### config.mk
export PLATFORM = sky130hd
export DESIGN_NAME = result_buffer_mem_flat
export DESIGN_NICKNAME = d
export VERILOG_FILES = /design/src/rtl/result_buffer_mem_if.sv /design/src/rtl/result_buffer_mem.sv /design/src/flat_wrapper.sv
export SDC_FILE = /design/constraint.sdc
export NUM_CORES = 1
export LEC_CHECK = 0
export ABC_CLOCK_PERIOD_IN_PS = 2050
export CAP_MARGIN = 10
export CORE_MARGIN = 4
export CORE_UTILIZATION = 45
export DETAILED_ROUTE_END_ITERATION = 6
export PLACE_DENSITY = 0.64
export SLEW_MARGIN = 20
export SYNTH_ARGS = -nofsm -noshare
export SYNTH_HDL_FRONTEND = slang
export SYNTH_SLANG_ARGS = --single-unit
export TNS_END_PERCENT = 10
### constraint.sdc
create_clock -name clk -period 2.05 [get_ports clk]
set_input_delay 0.41 -clock clk [delete_from_list [all_inputs] [get_ports clk]]
set_output_delay 0.41 -clock clk [all_outputs]
set_load 0.005 [all_outputs]
### src/rtl/result_buffer_mem_if.sv
// Bundle between the dot-product engine/downstream reader (master) and the
// result buffer (slave): result handshake, frame control, read port, status.
interface result_buffer_mem_if #(
    parameter int DATA_WIDTH   = 8,
    parameter int VECTOR_WIDTH = 4,
    parameter int RESULT_WIDTH = 2 * DATA_WIDTH + $clog2(VECTOR_WIDTH),
    parameter int ADDR_WIDTH   = 6
);
    logic signed [RESULT_WIDTH-1:0] res_data;
    logic                           res_valid;
    logic                           res_ready;
    logic                           proc_done;
    logic                           clear;
    logic                           rd_en;
    logic [ADDR_WIDTH-1:0]          rd_addr;
    logic [DATA_WIDTH-1:0]          rd_data;
    logic                           rd_valid;
    logic [ADDR_WIDTH:0]            wr_count;
    logic                           buf_full;
    logic                           buf_done;
    logic                           busy;
    logic                           sat_sticky;

    modport master (
        output res_data, res_valid, proc_done, clear, rd_en, rd_addr,
        input  res_ready, rd_data, rd_valid, wr_count, buf_full, buf_done, busy, sat_sticky
    );

    modport slave (
        input  res_data, res_valid, proc_done, clear, rd_en, rd_addr,
        output res_ready, rd_data, rd_valid, wr_count, buf_full, buf_done, busy, sat_sticky
    );
endinterface

### src/rtl/result_buffer_mem.sv
// Result store: scales/narrows dot-product results into a sequential RAM frame.
// Optional macro RESULT_SAT_EN selects saturating narrowing (default: wrapping truncation).
module result_buffer_mem #(
    parameter int DATA_WIDTH   = 8,
    parameter int VECTOR_WIDTH = 4,
    parameter int RESULT_WIDTH = 2 * DATA_WIDTH + $clog2(VECTOR_WIDTH),
    parameter int ADDR_WIDTH   = 6,
    parameter int DEPTH        = 64,
    parameter int SHIFT        = 0
) (
    input  logic                  clk,
    input  logic                  rst_n,
    result_buffer_mem_if.slave    bus
);
    localparam logic [1:0] ST_IDLE = 2'b00;
    localparam logic [1:0] ST_FILL = 2'b01;
    localparam logic [1:0] ST_DONE = 2'b10;

    localparam logic [ADDR_WIDTH:0] DEPTH_C = (ADDR_WIDTH + 1)'(DEPTH);
    localparam logic [ADDR_WIDTH:0] ONE_C   = {{ADDR_WIDTH{1'b0}}, 1'b1};

    localparam logic signed [RESULT_WIDTH-1:0] SAT_MAX =
        {{(RESULT_WIDTH - DATA_WIDTH + 1){1'b0}}, {(DATA_WIDTH - 1){1'b1}}};
    localparam logic signed [RESULT_WIDTH-1:0] SAT_MIN =
        {{(RESULT_WIDTH - DATA_WIDTH + 1){1'b1}}, {(DATA_WIDTH - 1){1'b0}}};

    // Returns {saturated_flag, stored_word} for an already-shifted result.
    function automatic logic [DATA_WIDTH:0] narrow_word(input logic signed [RESULT_WIDTH-1:0] s);
        logic [DATA_WIDTH:0] r;
`ifdef RESULT_SAT_EN
        if (s > SAT_MAX) begin
            r = {1'b1, SAT_MAX[DATA_WIDTH-1:0]};
        end else if (s < SAT_MIN) begin
            r = {1'b1, SAT_MIN[DATA_WIDTH-1:0]};
        end else begin
            r = {1'b0, s[DATA_WIDTH-1:0]};
        end
`else
        r = {1'b0, s[DATA_WIDTH-1:0]};
`endif
        return r;
    endfunction

    logic [1:0]                     state_q, state_d;
    logic [ADDR_WIDTH:0]            wr_count_q, wr_count_d;
    logic                           sat_sticky_q, sat_sticky_d;
    logic                           res_ready_q, buf_full_q, busy_q, done_q;
    logic [DATA_WIDTH-1:0]          rd_data_q;
    logic                           rd_valid_q;
    logic [DATA_WIDTH-1:0]          mem_q [DEPTH];

    logic signed [RESULT_WIDTH-1:0] shifted_s;
    logic [DATA_WIDTH:0]            narrow_s;
    logic                           accept_s;
    logic                           wr_en_s;

    // Scale and narrow the incoming result.
    always_comb begin
        shifted_s = bus.res_data >>> SHIFT;
        narrow_s  = narrow_word(shifted_s);
    end

    // Frame control: clear wins over accept and proc_done on the same edge.
    always_comb begin
        state_d      = state_q;
        wr_count_d   = wr_count_q;
        sat_sticky_d = sat_sticky_q;
        wr_en_s      = 1'b0;
        accept_s     = bus.res_valid && res_ready_q;
        if (bus.clear) begin
            state_d      = ST_IDLE;
            wr_count_d   = {(ADDR_WIDTH + 1){1'b0}};
            sat_sticky_d = 1'b0;
        end else begin
            if (accept_s) begin
                wr_en_s      = 1'b1;
                wr_count_d   = wr_count_q + ONE_C;
                sat_sticky_d = sat_sticky_q | narrow_s[DATA_WIDTH];
            end else begin
                wr_en_s      = 1'b0;
            end
            case (state_q)
                ST_IDLE: begin
                    if (bus.proc_done) begin
                        state_d = ST_DONE;
                    end else if (accept_s) begin
                        state_d = ST_FILL;
                    end else begin
                        state_d = ST_IDLE;
                    end
                end
                ST_FILL: begin
                    if (bus.proc_done) begin
                        state_d = ST_DONE;
                    end else begin
                        state_d = ST_FILL;
                    end
                end
                ST_DONE: state_d = ST_DONE;
                default: state_d = ST_IDLE;
            endcase
        end
    end

    // State, count and status flags; flags are decoded from next state so they stay registered.
    always_ff @(posedge clk or negedge rst_n) begin
        if (!rst_n) begin
            state_q      <= ST_IDLE;
            wr_count_q   <= {(ADDR_WIDTH + 1){1'b0}};
            sat_sticky_q <= 1'b0;
            res_ready_q  <= 1'b1;
            buf_full_q   <= 1'b0;
            busy_q       <= 1'b0;
            done_q       <= 1'b0;
        end else begin
            state_q      <= state_d;
            wr_count_q   <= wr_count_d;
            sat_sticky_q <= sat_sticky_d;
            res_ready_q  <= (state_d != ST_DONE) && (wr_count_d != DEPTH_C);
            buf_full_q   <= (wr_count_d == DEPTH_C);
            busy_q       <= (state_d == ST_FILL);
            done_q       <= (state_d == ST_DONE);
        end
    end

    // Result RAM; contents deliberately survive reset.
    always_ff @(posedge clk) begin
        if (wr_en_s) begin
            mem_q[wr_count_q[ADDR_WIDTH-1:0]] <= narrow_s[DATA_WIDTH-1:0];
        end
    end

    // Registered read port; addresses not yet written in this frame read as zero.
    always_ff @(posedge clk or negedge rst_n) begin
        if (!rst_n) begin
            rd_data_q  <= {DATA_WIDTH{1'b0}};
            rd_valid_q <= 1'b0;
        end else begin
            rd_valid_q <= bus.rd_en;
            if (bus.rd_en) begin
                if ({1'b0, bus.rd_addr} < wr_count_q) begin
                    rd_data_q <= mem_q[bus.rd_addr];
                end else begin
                    rd_data_q <= {DATA_WIDTH{1'b0}};
                end
            end else begin
                rd_data_q <= rd_data_q;
            end
        end
    end

    assign bus.res_ready  = res_ready_q;
    assign bus.rd_data    = rd_data_q;
    assign bus.rd_valid   = rd_valid_q;
    assign bus.wr_count   = wr_count_q;
    assign bus.buf_full   = buf_full_q;
    assign bus.buf_done   = done_q;
    assign bus.busy       = busy_q;
    assign bus.sat_sticky = sat_sticky_q;
endmodule

### src/flat_wrapper.sv
// flat-port wrapper written by rule: the top's interface ports become plain ports
module result_buffer_mem_flat 
#(
    parameter int DATA_WIDTH   = 8,
    parameter int VECTOR_WIDTH = 4,
    parameter int RESULT_WIDTH = 2 * DATA_WIDTH + $clog2(VECTOR_WIDTH),
    parameter int ADDR_WIDTH   = 6,
    parameter int DEPTH        = 64,
    parameter int SHIFT        = 0
)
  (clk, rst_n, bus_res_data, bus_res_valid, bus_proc_done, bus_clear, bus_rd_en, bus_rd_addr, bus_res_ready, bus_rd_data, bus_rd_valid, bus_wr_count, bus_buf_full, bus_buf_done, bus_busy, bus_sat_sticky);
  result_buffer_mem_if #(.DATA_WIDTH(DATA_WIDTH), .VECTOR_WIDTH(VECTOR_WIDTH), .RESULT_WIDTH(RESULT_WIDTH), .ADDR_WIDTH(ADDR_WIDTH)) bus_i ();
  input  logic clk;
  input  logic rst_n;
  input wire logic [$bits(bus_i.res_data)-1:0] bus_res_data;
  input wire logic [$bits(bus_i.res_valid)-1:0] bus_res_valid;
  input wire logic [$bits(bus_i.proc_done)-1:0] bus_proc_done;
  input wire logic [$bits(bus_i.clear)-1:0] bus_clear;
  input wire logic [$bits(bus_i.rd_en)-1:0] bus_rd_en;
  input wire logic [$bits(bus_i.rd_addr)-1:0] bus_rd_addr;
  output wire logic [$bits(bus_i.res_ready)-1:0] bus_res_ready;
  output wire logic [$bits(bus_i.rd_data)-1:0] bus_rd_data;
  output wire logic [$bits(bus_i.rd_valid)-1:0] bus_rd_valid;
  output wire logic [$bits(bus_i.wr_count)-1:0] bus_wr_count;
  output wire logic [$bits(bus_i.buf_full)-1:0] bus_buf_full;
  output wire logic [$bits(bus_i.buf_done)-1:0] bus_buf_done;
  output wire logic [$bits(bus_i.busy)-1:0] bus_busy;
  output wire logic [$bits(bus_i.sat_sticky)-1:0] bus_sat_sticky;
  assign bus_i.res_data = bus_res_data;
  assign bus_i.res_valid = bus_res_valid;
  assign bus_i.proc_done = bus_proc_done;
  assign bus_i.clear = bus_clear;
  assign bus_i.rd_en = bus_rd_en;
  assign bus_i.rd_addr = bus_rd_addr;
  assign bus_res_ready = bus_i.res_ready;
  assign bus_rd_data = bus_i.rd_data;
  assign bus_rd_valid = bus_i.rd_valid;
  assign bus_wr_count = bus_i.wr_count;
  assign bus_buf_full = bus_i.buf_full;
  assign bus_buf_done = bus_i.buf_done;
  assign bus_busy = bus_i.busy;
  assign bus_sat_sticky = bus_i.sat_sticky;
  result_buffer_mem #(.DATA_WIDTH(DATA_WIDTH), .VECTOR_WIDTH(VECTOR_WIDTH), .RESULT_WIDTH(RESULT_WIDTH), .ADDR_WIDTH(ADDR_WIDTH), .DEPTH(DEPTH), .SHIFT(SHIFT)) u_core (.clk(clk), .rst_n(rst_n), .bus(bus_i));
endmodule
==> results of run 1 <==
==> worst max-delay path: cells and delay by family, from the launching register on <==
kind | cells | cell delay (ns)
simple gates | 3 | 0.54
buf+inv | 2 | 0.30
compound gates | 2 | 0.56
flops | 1 | 0.54
==> cells in the mapped netlist, types with 8 or more instances <==
cell	count
nand2_1	18
a211o_1	9
o211ai_1	17
a21o_1	9
dfrtp_1	21
a21oi_1	11
buf_2	15
clkbuf_1	19
buf_6	15
a22oi_1	9
edfxtp_1	512
a211oi_1	8
mux2i_1	129
nor3_1	10
buf_4	8
mux4_2	64
o211a_1	8
nand3_1	13
o22ai_1	48
nand2b_1	11
nor2_1	94
==> cells by family after synthesis <==
logic type                 after synthesis  share of synthesized area
AOI/OAI and AO/OA                      146                     0.0506
xor gates and xnor gates                 4                    0.00166
adders and majority gates                6                    0.00355
buffers and inverters                   70                     0.0217
DFF                                    534                      0.754
muxes                                  193                      0.129
other                                    1                   0.000178
and+or+nand+nor                        173                     0.0387
==> power by group through the flow <==
stage               sequential [mW]  combinational (mW)  clock [mW]
finish                         12.0                1.28        9.65
global route                   12.0                1.36        10.3
CTS                            12.0                1.27        9.83
detailed placement             12.2                1.27           0
global placement               12.2                1.25           0
floorplan                      12.2               0.599           0
==> metal layers <==
metal | part of all wire | GRT usage | up-vias
met5 | 0 | 0 | -
met3 | 0.058 | 0.0315 | 77
met1 | 0.45 | 0.295 | 5785
met2 | 0.46 | 0.300 | 351
met4 | 0.023 | 0.0557 | 0
li1 | - | - | 5031
==> metrics by stage <==
step	instance area, µm²	TNS (ns)	cells	setup slack, ns	util
global route	25500	-0.0299	2006	-0.0299	0.548
finish	25500	0	2006	0.0441	0.548
global placement	23600	-107.73	1909	-0.479	0.509
detailed placement	23600	-127.68	1909	-0.520	0.509
CTS	25400	0	2004	0.0125	0.547
floorplan	21100	-0.469	1127	-0.0115	-
==> registers in the layout (all words and copies together) (netlist names) <==
| name | count |
|---|---|
| u_core.bus.busy | 1 |
| u_core.bus.wr_count | 7 |
| u_core.mem_q | 512 |
| u_core.bus.res_ready | 1 |
| u_core.bus.rd_valid | 1 |
| u_core.bus.buf_done | 1 |
| u_core.state_q | 2 |
| u_core.bus.rd_data | 8 |
| u_core.bus.buf_full | 1 |
==> cell type report <==
| type | instances | area share |
|---|---|---|
| clock buffer | 73 | 0.0603 |
| clock inverter | 22 | 0.00831 |
| inverter | 8 | 0.00118 |
| multi-input combinational | 523 | 0.187 |
| sequential | 534 | 0.626 |
| tap | 607 | 0.0298 |
| timing repair buffer | 239 | 0.0871 |
==> timing repair <==
item,4_1_cts,5_1_grt
resized for setup,16,7
endpoints found under the hold margin,0,0
hold buffers,0,0
pin swaps,0,4
setup buffers,0,2
endpoints found under the setup margin,10,18
==> how the worst min path moves through the flow <==
stage	from	slack [ns]	to	depth (start not counted)
4_1_cts	rst_n	0.21	u_core.bus.rd_data[2]$_DFFE_PN0P_	2
2_1_floorplan	rst_n	0.11	u_core.bus.buf_done$_DFF_PN0_	0
3_5_place_dp	u_core.state_q[1]$_DFF_PN0_	0.48	u_core.state_q[0]$_DFF_PN0_	1
5_1_grt	rst_n	0.24	u_core.bus.busy$_DFF_PN0_	2
6_report	rst_n	0.22	u_core.bus.busy$_DFF_PN0_	2
3_3_place_gp	u_core.state_q[1]$_DFF_PN0_	0.46	u_core.state_q[0]$_DFF_PN0_	1
==> impl_metrics.csv, run 1 <==
group,metric,value,unit
sta,period_minus_slack,2.01,ns
power,p_sw,4.69,mW
layout,drive_gt1_frac,0.259,
critical_path,critPathCapture,"u_core.bus.res_ready$_DFF_PN1_",
sta,post-route-period-util,0.978,
drt,drt-vias-per-instance,5.61,
power,power.share.clock,0.421,
die,start_util,0.455,
cts,tritoncts,"yes",
drt,drt_pre_antenna_iters,6,
critical_path,reg2reg_depth,7,
drt,drtIter0Drc,1142,
logic_synthesis,synth_largest_area_cell,"edfxtp_1",
critical_path,critPathMaxFanout,6,
cts,clock_latency,0.60,ns
sta,rsz0062_at_grt,"yes",
power,irDropWorstVdd,0.646,mV
logic_synthesis,synth_cell_types,51,
critical_path,r2r_slack,0.04,ns
job,drv_cap,0,
sta,holdWs,0.218,ns
drt,vias,11200,
critical_path,rr_startpoint,"u_core.bus.res_ready$_DFF_PN1_",
critical_path,startpoint_type,"flop",
sta,max_freq,499,MHz
cts,clk_pin_slew_worst_paths,0.06,ns
cts,cts_max_path_buffers,3,
sta,skew,0.0132,ns
logic_synthesis,ys_seq_area_frac,0.754,
die,die_w,225,µm
die,io_pins,51,
power,p_int,18.3,mW
global_routing,grt_usage,0.196,
die,core,0.0465,mm²
place,place_congestion,0.883,
cts,root_buffer,"clkbuf_16",
logic_synthesis,yosys_warnings,0,
logic_synthesis,synth_flop_cell,"edfxtp_1",
logic_synthesis,synth_area_leaders,"edfxtp_1 (73%), mux4_2 (6.8%), mux2i_1 (6.1%), dfrtp_1 (2.5%), nor2_1 (1.7%)",
die,dieArea,0.0505,mm²
critical_path,cp_cell_sequence,"buf_6 > nand4_1 > or3_1 > a21o_1 > a311oi_4 > buf_4 > nor2_1",
global_routing,grt_start_max_net_pins,65,
layout,register_area,0.0159,mm²
layout,fin_nets,1396,
power,p_total,22.9,mW
die,rows,79,
logic_synthesis,synth-seq-cells,534,
layout,layout_common_cells,"edfxtp_1 (512), buf_4 (166), mux2i_1 (129)",
drt,drc,0,
cts,clock-sinks,534,
layout,n_fill_cell,3595,
logic_synthesis,synth_edf_count,512,
drt,wl_per_cell,24.7,µm
critical_path,cp-startpoint,"u_core.bus.res_ready$_DFF_PN1_",
cts,htree_levels,2,
sta,relSlewSlack,0.526,
logic_synthesis,netlist_area,0.0211,mm²
die,die_h,225,µm
critical_path,end_kind,"flop",
drt,drt_wl_total,49500,µm
logic_synthesis,synth.avg_cell_area,18.7,µm²
run_status,outcome,"complete, no violations",
logic_synthesis,syn_inst,1127,
place,portBuffers,39,
sta,finalMaxSlewViolations,0,
power,power_frac_comb,0.056,
critical_path,slowest_delay,0.54,ns
drt,ant_nets,0,
layout,antenna_cells,0,
power,p_leak,8.87,nW
logic_synthesis,synth-async-reset-ratio,0.0412,
cts,numCtsBuffers,54,
critical_path,worstPathRequired,2.57,ns
global_routing,grt_pass1_vias,11300,
critical_path,arrival,2.53,ns
critical_path,cp_slowest_cell,"dfstp_2",
place,dp_hpwl,32000,µm
global_routing,antenna_found_initial,0,
worst_hold_path,hp-class,"in2async",
power,cellPowerDensity,901,mW/mm²
power,p_sw_frac,0.204,
power,seqPwrFrac,0.524,
layout,multi_input_area,0.00477,mm²
critical_path,worstSetupPathType,"reg2reg",
critical_path,r2r_end,"u_core.bus.res_ready$_DFF_PN1_",
logic_synthesis,synth_nets,1163,
global_routing,overflow,0,
sta,worstMarginPinSlew,0.711,ns
layout,final_common_cell,"edfxtp_1",
sta,setup_viol,0,
layout,syn_to_final_growth,20.5,%
sta,hold_viol_final,0,
global_routing,grt_pass1_wl,73000,µm
logic_synthesis,yosysTopAreaCellShare,0.728,
No activity file was read; power rests on OpenSTA's default activity.
==> run 2: changes to the inputs <==
--- a/constraint.sdc
+++ b/constraint.sdc
@@ -3,2 +3,2 @@
 set_output_delay 0.41 -clock clk [all_outputs]
-set_load 0.005 [all_outputs]
+set_load 0.1 [all_outputs]
==> run 2 against run 1 <==
- final cell count shrank 1.0%
- register-to-register slack is essentially flat
- via count grew 1.2%
- combinational power grew 14%
- critical path depth is the same
- total power grew 2.9%
- first-iteration DRC count shrank 1.8%
- non-clock buffer count shrank 27
- critical endpoint unchanged
- maximum frequency is essentially flat
- flip-flop and latch count is the same
- count of clock-buffer cells in the layout shrank 9
==> impl_metrics.csv, run 2 (synthesized netlist as in run 1, its figures left out) <==
group,metric,value,unit
drt,drtIter0Drc,1121,
power,cellPowerDensity,899,mW/mm²
sta,max_freq,499,MHz
critical_path,worstPathRequired,2.57,ns
place,dp_hpwl,33100,µm
global_routing,grt_pass1_wl,75300,µm
critical_path,startpoint_type,"flop",
drt,drc,0,
critical_path,critPathMaxFanout,5,
layout,antenna_cells,0,
die,rows,79,
sta,relSlewSlack,0.498,
sta,rsz0062_at_grt,"yes",
critical_path,cp-startpoint,"u_core.bus.res_ready$_DFF_PN1_",
drt,wl_per_cell,25.5,µm
sta,post-route-period-util,0.978,
layout,fin_nets,1369,
critical_path,end_kind,"flop",
die,io_pins,51,
die,die_h,225,µm
critical_path,worstSetupPathType,"reg2reg",
layout,final_common_cell,"edfxtp_1",
global_routing,antenna_found_initial,0,
cts,tritoncts,"yes",
worst_hold_path,hp-class,"in2async",
die,start_util,0.455,
layout,largest_register_ffs,512,
critical_path,reg2reg_depth,7,
sta,period_minus_slack,2.00,ns
global_routing,overflow,0,
layout,layout_common_cells,"edfxtp_1 (512), mux2i_1 (129), buf_4 (127)",
layout,register_area,0.0159,mm²
critical_path,r2r_end,"u_core.bus.res_ready$_DFF_PN1_",
place,place_ws,-0.433,ns
sta,finalMaxSlewViolations,0,
global_routing,grt_pass1_vias,11600,
cts,root_buffer,"clkbuf_16",
die,dieArea,0.0505,mm²
critical_path,r2r_slack,0.05,ns
cts,htree_levels,2,
drt,drt_pre_antenna_iters,7,
layout,post-route-util,0.565,
sta,hold_viol_final,0,
drt,vias,11400,
cts,clock-sinks,534,
critical_path,arrival,2.52,ns
cts,clock_latency,0.60,ns
sta,setup_viol,0,
layout,multi_input_area,0.00525,mm²
cts,ctsHoldBuffers,0,
cts,cts_max_path_buffers,3,
power,irDropWorstVdd,0.583,mV
layout,syn_to_final_growth,24.2,%
drt,drt_wl_total,50500,µm
run_status,outcome,"complete, no violations",
cts,clk_pin_slew_worst_paths,0.06,ns
layout,n_fill_cell,3551,
die,core,0.0465,mm²
sta,fin_ws,0.0455,ns
place,portBuffers,39,
layout,drive_gt1_frac,0.317,
sta,holdWs,0.179,ns
drt,drt-vias-per-instance,5.73,
power,p_leak,8.89,nW
sta,skew,0.0199,ns
die,die_w,225,µm
critical_path,rr_startpoint,"u_core.bus.res_ready$_DFF_PN1_",
place,place_congestion,0.920,
sta,worstMarginPinSlew,0.753,ns
drt,ant_nets,0,
global_routing,grt_start_max_net_pins,65,
cts,numCtsBuffers,54,
global_routing,grt_usage,0.201,
job,drv_cap,0,
==> run 2: cell types whose count changed in the layout (fill, tap and decap cells not counted), moves of 7 or more <==
cell             previous run  this run
buf_4                     166       127
clkdlybuf4s50_1            22         9
dlygate4sd2_1               7         0
nand3_1                    13         5
buf_12                     28        66
nor2_2                      0        17
clkbuf_8                    9         0
nor2_4                      0        47
nor2_1                     94        30
==> run 2: worst max-delay path, stage by stage, from the launching register on <==
cell and delay, ns:
dfstp_4 0.63, buf_4 0.13, nand4_1 0.12, or3_1 0.33, a21o_1 0.19, a311oi_2 0.32, buf_4 0.17, nor2_1 0.03
==> run 2: how the worst max path moves through the flow <==
stage	endpoint	slack [ns]
final	u_core.bus.res_ready$_DFF_PN1_	0.05
after detailed placement	u_core.bus.rd_data[2]$_DFFE_PN0P_	-0.43
after global routing	u_core.bus.res_ready$_DFF_PN1_	-0.008
after floorplan	u_core.mem_q[48][0]$_DFFE_PP_	-0.14
after CTS	u_core.mem_q[20][3]$_DFFE_PP_	0.03
after global placement	u_core.bus.rd_data[0]$_DFFE_PN0P_	-0.36
==> run 2: metal layers <==
metal,vias to the layer above,GRT usage,share of wire
li1,5014,-,-
met4,0,0.0476,0.018
met5,-,0,0
met1,5920,0.294,0.44
met3,62,0.0339,0.062
met2,384,0.322,0.48
==> run 2: timing repair <==
action / CTS / global route
resized for setup: 1 / 0
endpoints found under the setup margin: 1 / 15
pin swaps: 0 / 4
setup buffers: 0 / 3
endpoints found under the hold margin: 0 / 0
==> run 2: power breakdown <==
group / leakage, nW / internal (mW) / total [mW] / switching (mW)
sequential: 4.88 / 12.0 / 12.0 / 0.0368
clock: 0.885 / 6.04 / 10.1 / 4.07
combinational: 3.12 / 0.574 / 1.46 / 0.891
total: 8.89 / 18.6 / 23.6 / 5.00
==> run 2: layout make-up <==
type,instances,area share
flip-flops and latches,534,0.608
multi-input cells,523,0.200
inverters,8,0.00114
clock buffers,64,0.0537
well taps,607,0.0289
repair buffers,212,0.0924
clock inverters,37,0.0157
==> run 2: per-stage QoR <==
step	instances	instance area [µm²]	power (mW)	TNS [ns]
floorplan	1127	21700	13.0	-15.93
global placement	1881	24400	13.7	-90.60
detailed placement	1881	24400	13.7	-112.22
CTS	1982	26200	23.8	0
global route	1985	26200	24.3	-0.0175
finish	1985	26200	23.6	0
==> run 3: changes to the inputs <==
ABC_AREA = 1   (was unset)
==> run 3 against run 2 <==
- critical path depth fell by 1
- global-route usage rose by 0.58 points
- clock skew fell by 0.0014 ns
- combinational power rose by 19%
- sequential share of layout area rose by 0.59 points
- worst hold slack got worse by 0.11 ns
- routed wire length rose by 8.8%
- via count rose by 29%
- cell area fell by 1.0%
- largest cell class unchanged
- largest power group unchanged
==> impl_metrics.csv, run 3 <==
group,metric,value,unit
drt,drc,0,
layout,drive_gt1_frac,0.137,
cts,clock_latency,0.61,ns
sta,setup_viol,0,
layout,n_fill_cell,4194,
cts,cts_max_path_buffers,3,
logic_synthesis,synth_edf_count,512,
logic_synthesis,synth_area_leaders,"edfxtp_1 (69%), nand2_1 (12%), nand3_1 (10%), dfrtp_1 (2.4%), buf_6 (1.9%)",
die,io_pins,51,
logic_synthesis,synth_nets,1946,
layout,final_common_cell,"nand2_1",
layout,antenna_cells,0,
sta,finalMaxSlewViolations,0,
sta,hold_viol_final,0,
logic_synthesis,synth.avg_cell_area,11.6,µm²
layout,largest_register_ffs,512,
critical_path,slowest_delay,0.64,ns
global_routing,grt_pass1_vias,14500,
cts,root_buffer,"clkbuf_16",
drt,wl_per_cell,20.0,µm
place,dpl_cell_area,0.0243,mm²
critical_path,cp_common_cell,"buf_4",
logic_synthesis,synth-async-reset-ratio,0.0412,
critical_path,worstPathRequired,2.36,ns
critical_path,end_kind,"flop",
critical_path,crit_buf_inv,2,
logic_synthesis,ys_seq_area_frac,0.717,
sta,max_freq,533,MHz
sta,post-route-period-util,0.916,
cts,cts_resized,0,
layout,layoutNonFillerInstCount,2750,
logic_synthesis,netlist_area,0.0222,mm²
drt,drt_pre_antenna_iters,6,
die,die_w,230,µm
global_routing,grt_usage,0.207,
die,start_util,0.454,
place,place_congestion,0.854,
sta,skew,0.0185,ns
layout,syn_to_final_growth,17.0,%
global_routing,overflow,0,
critical_path,crit_family,"flip-flops",
cts,clock-sinks,534,
layout,fin_nets,2081,
global_routing,grt_start_max_net_pins,69,
logic_synthesis,synth_cell_types,31,
critical_path,startpoint_type,"flop",
cts,post_cts_buffers,0,
cts,numCtsBuffers,54,
die,die_h,230,µm
cts,clk_pin_slew_worst_paths,0.06,ns
sta,period_minus_slack,1.88,ns
logic_synthesis,syn_inst,1910,
layout,final_area,0.0260,mm²
cts,htree_levels,2,
global_routing,grt_pass1_wl,84300,µm
drt,ant_nets,0,
drt,drt_wl_total,55000,µm
drt,drtIter0Drc,1546,
logic_synthesis,synth_commonest_cells,"nand2_1 (687), edfxtp_1 (512), nand3_1 (444)",
power,p_total,23.1,mW
place,dp.cells,2653,
layout,layout_common_cells,"nand2_1 (686), edfxtp_1 (512), nand3_1 (444)",
critical_path,worstSetupPathType,"reg2reg",
critical_path,cp_slowest_cell,"dfstp_4",
layout,multi_input_area,0.00545,mm²
die,rows,81,
logic_synthesis,yosysTopAreaCellShare,0.693,
power,cellPowerDensity,889,mW/mm²
critical_path,cp_cell_sequence,"nand2_4 > nor2_4 > nand4_1 > buf_4 > nor2_1 > buf_4",
global_routing,met1_usage,0.287,
drt,drt-vias-per-instance,5.34,
place,portBuffers,39,
layout,register_area,0.0159,mm²
logic_synthesis,synth-seq-cells,534,
logic_synthesis,yosys_warnings,0,
logic_synthesis,synth_flop_cell,"edfxtp_1",
power,irDropWorstVdd,0.700,mV
global_routing,globalRouteMet2Util,0.329,
cts,tritoncts,"yes",
place,dp_hpwl,33700,µm
global_routing,grt.busiest_layer,"met2",
sta,rsz0062_at_grt,"no",
logic_synthesis,synth_most_common_cell,"nand2_1",
global_routing,grtUsageMet3,0.0361,
die,dieArea,0.0530,mm²
worst_hold_path,hp-class,"in2reg",
critical_path,arrival,2.19,ns
die,core,0.0488,mm²
power,p_leak,9.65,nW
job,drv_cap,0,
global_routing,antenna_found_initial,0,
critical_path,critPathMaxFanout,8,
run_status,outcome,"complete, no violations",
drt,vias,14700,
sta,holdWs,0.0647,ns
cts,ctsHoldBuffers,0,
logic_synthesis,synth_largest_area_cell,"edfxtp_1",
run 3: cell count changes after synthesis, sizes merged, moves of 13 or more:
cell    before  now
o211ai      17    0
nand3       13  444
inv          7   22
buf         43  106
nand2       18  688
mux4        64    0
clkbuf      19    6
o22ai       48    0
nor2        94   74
mux2i      129    0
run 3: through the flow:
stage	worst slack [ns]	utilization	setup TNS [ns]
final	0.172	0.532	0
after floorplan	-0.402	-	-41.02
after global placement	-0.117	0.498	-21.40
after detailed placement	-0.144	0.498	-29.04
after global routing	0.0807	0.532	0
after CTS	0.164	0.532	0
run 3: logic make-up after synthesis:
family | share of synthesized area
AOI/OAI and AO/OA | 0.00327
adders and majority gates | 0.00338
buffers and inverters | 0.0416
DFF | 0.717
other | 0.000169
and+or+nand+nor | 0.234
run 3: metal layers:
layer / up-vias / share of wire
li1: 6948 / -
met1: 7076 / 0.42
met2: 546 / 0.47
met3: 120 / 0.078
met4: 0 / 0.036
met5: - / 0
run 3: where the power goes:
| part | total [mW] | leakage, nW | switching, mW | internal (mW) |
|---|---|---|---|---|
| sequential | 12.0 | 4.88 | 0.0278 | 12.0 |
| combinational | 1.74 | 3.97 | 1.22 | 0.518 |
| clock | 9.34 | 0.796 | 4.06 | 5.27 |
run 3: final timing paths:
| kind | end | depth (start not counted) | startpoint | slack, ns |
|---|---|---|---|---|
| max | u_core.mem_q[43][5]$_DFFE_PP_ | 6 | u_core.bus.res_ready$_DFF_PN1_ | 0.17 |
| max in group asynchronous | u_core.bus.res_ready$_DFF_PN1_ | 2 | rst_n | 1.60 |
| min | u_core.mem_q[37][3]$_DFFE_PP_ | 1 | bus_res_data[3] | 0.06 |
| max reg2reg | u_core.mem_q[43][5]$_DFFE_PP_ | 6 | u_core.bus.res_ready$_DFF_PN1_ | 0.17 |
| min reg2reg | u_core.bus.buf_done$_DFF_PN0_ | 1 | u_core.state_q[0]$_DFF_PN0_ | 0.47 |
| min in group asynchronous | u_core.bus.rd_data[3]$_DFFE_PN0P_ | 2 | rst_n | 0.15 |
run 3: cell type report:
class / count / area share
sequential: 534 / 0.614
multi-input combinational: 1241 / 0.210
timing repair buffer: 191 / 0.0769
clock buffer: 77 / 0.0570
tap: 664 / 0.0320
clock inverter: 20 / 0.00679
inverter: 23 / 0.00371
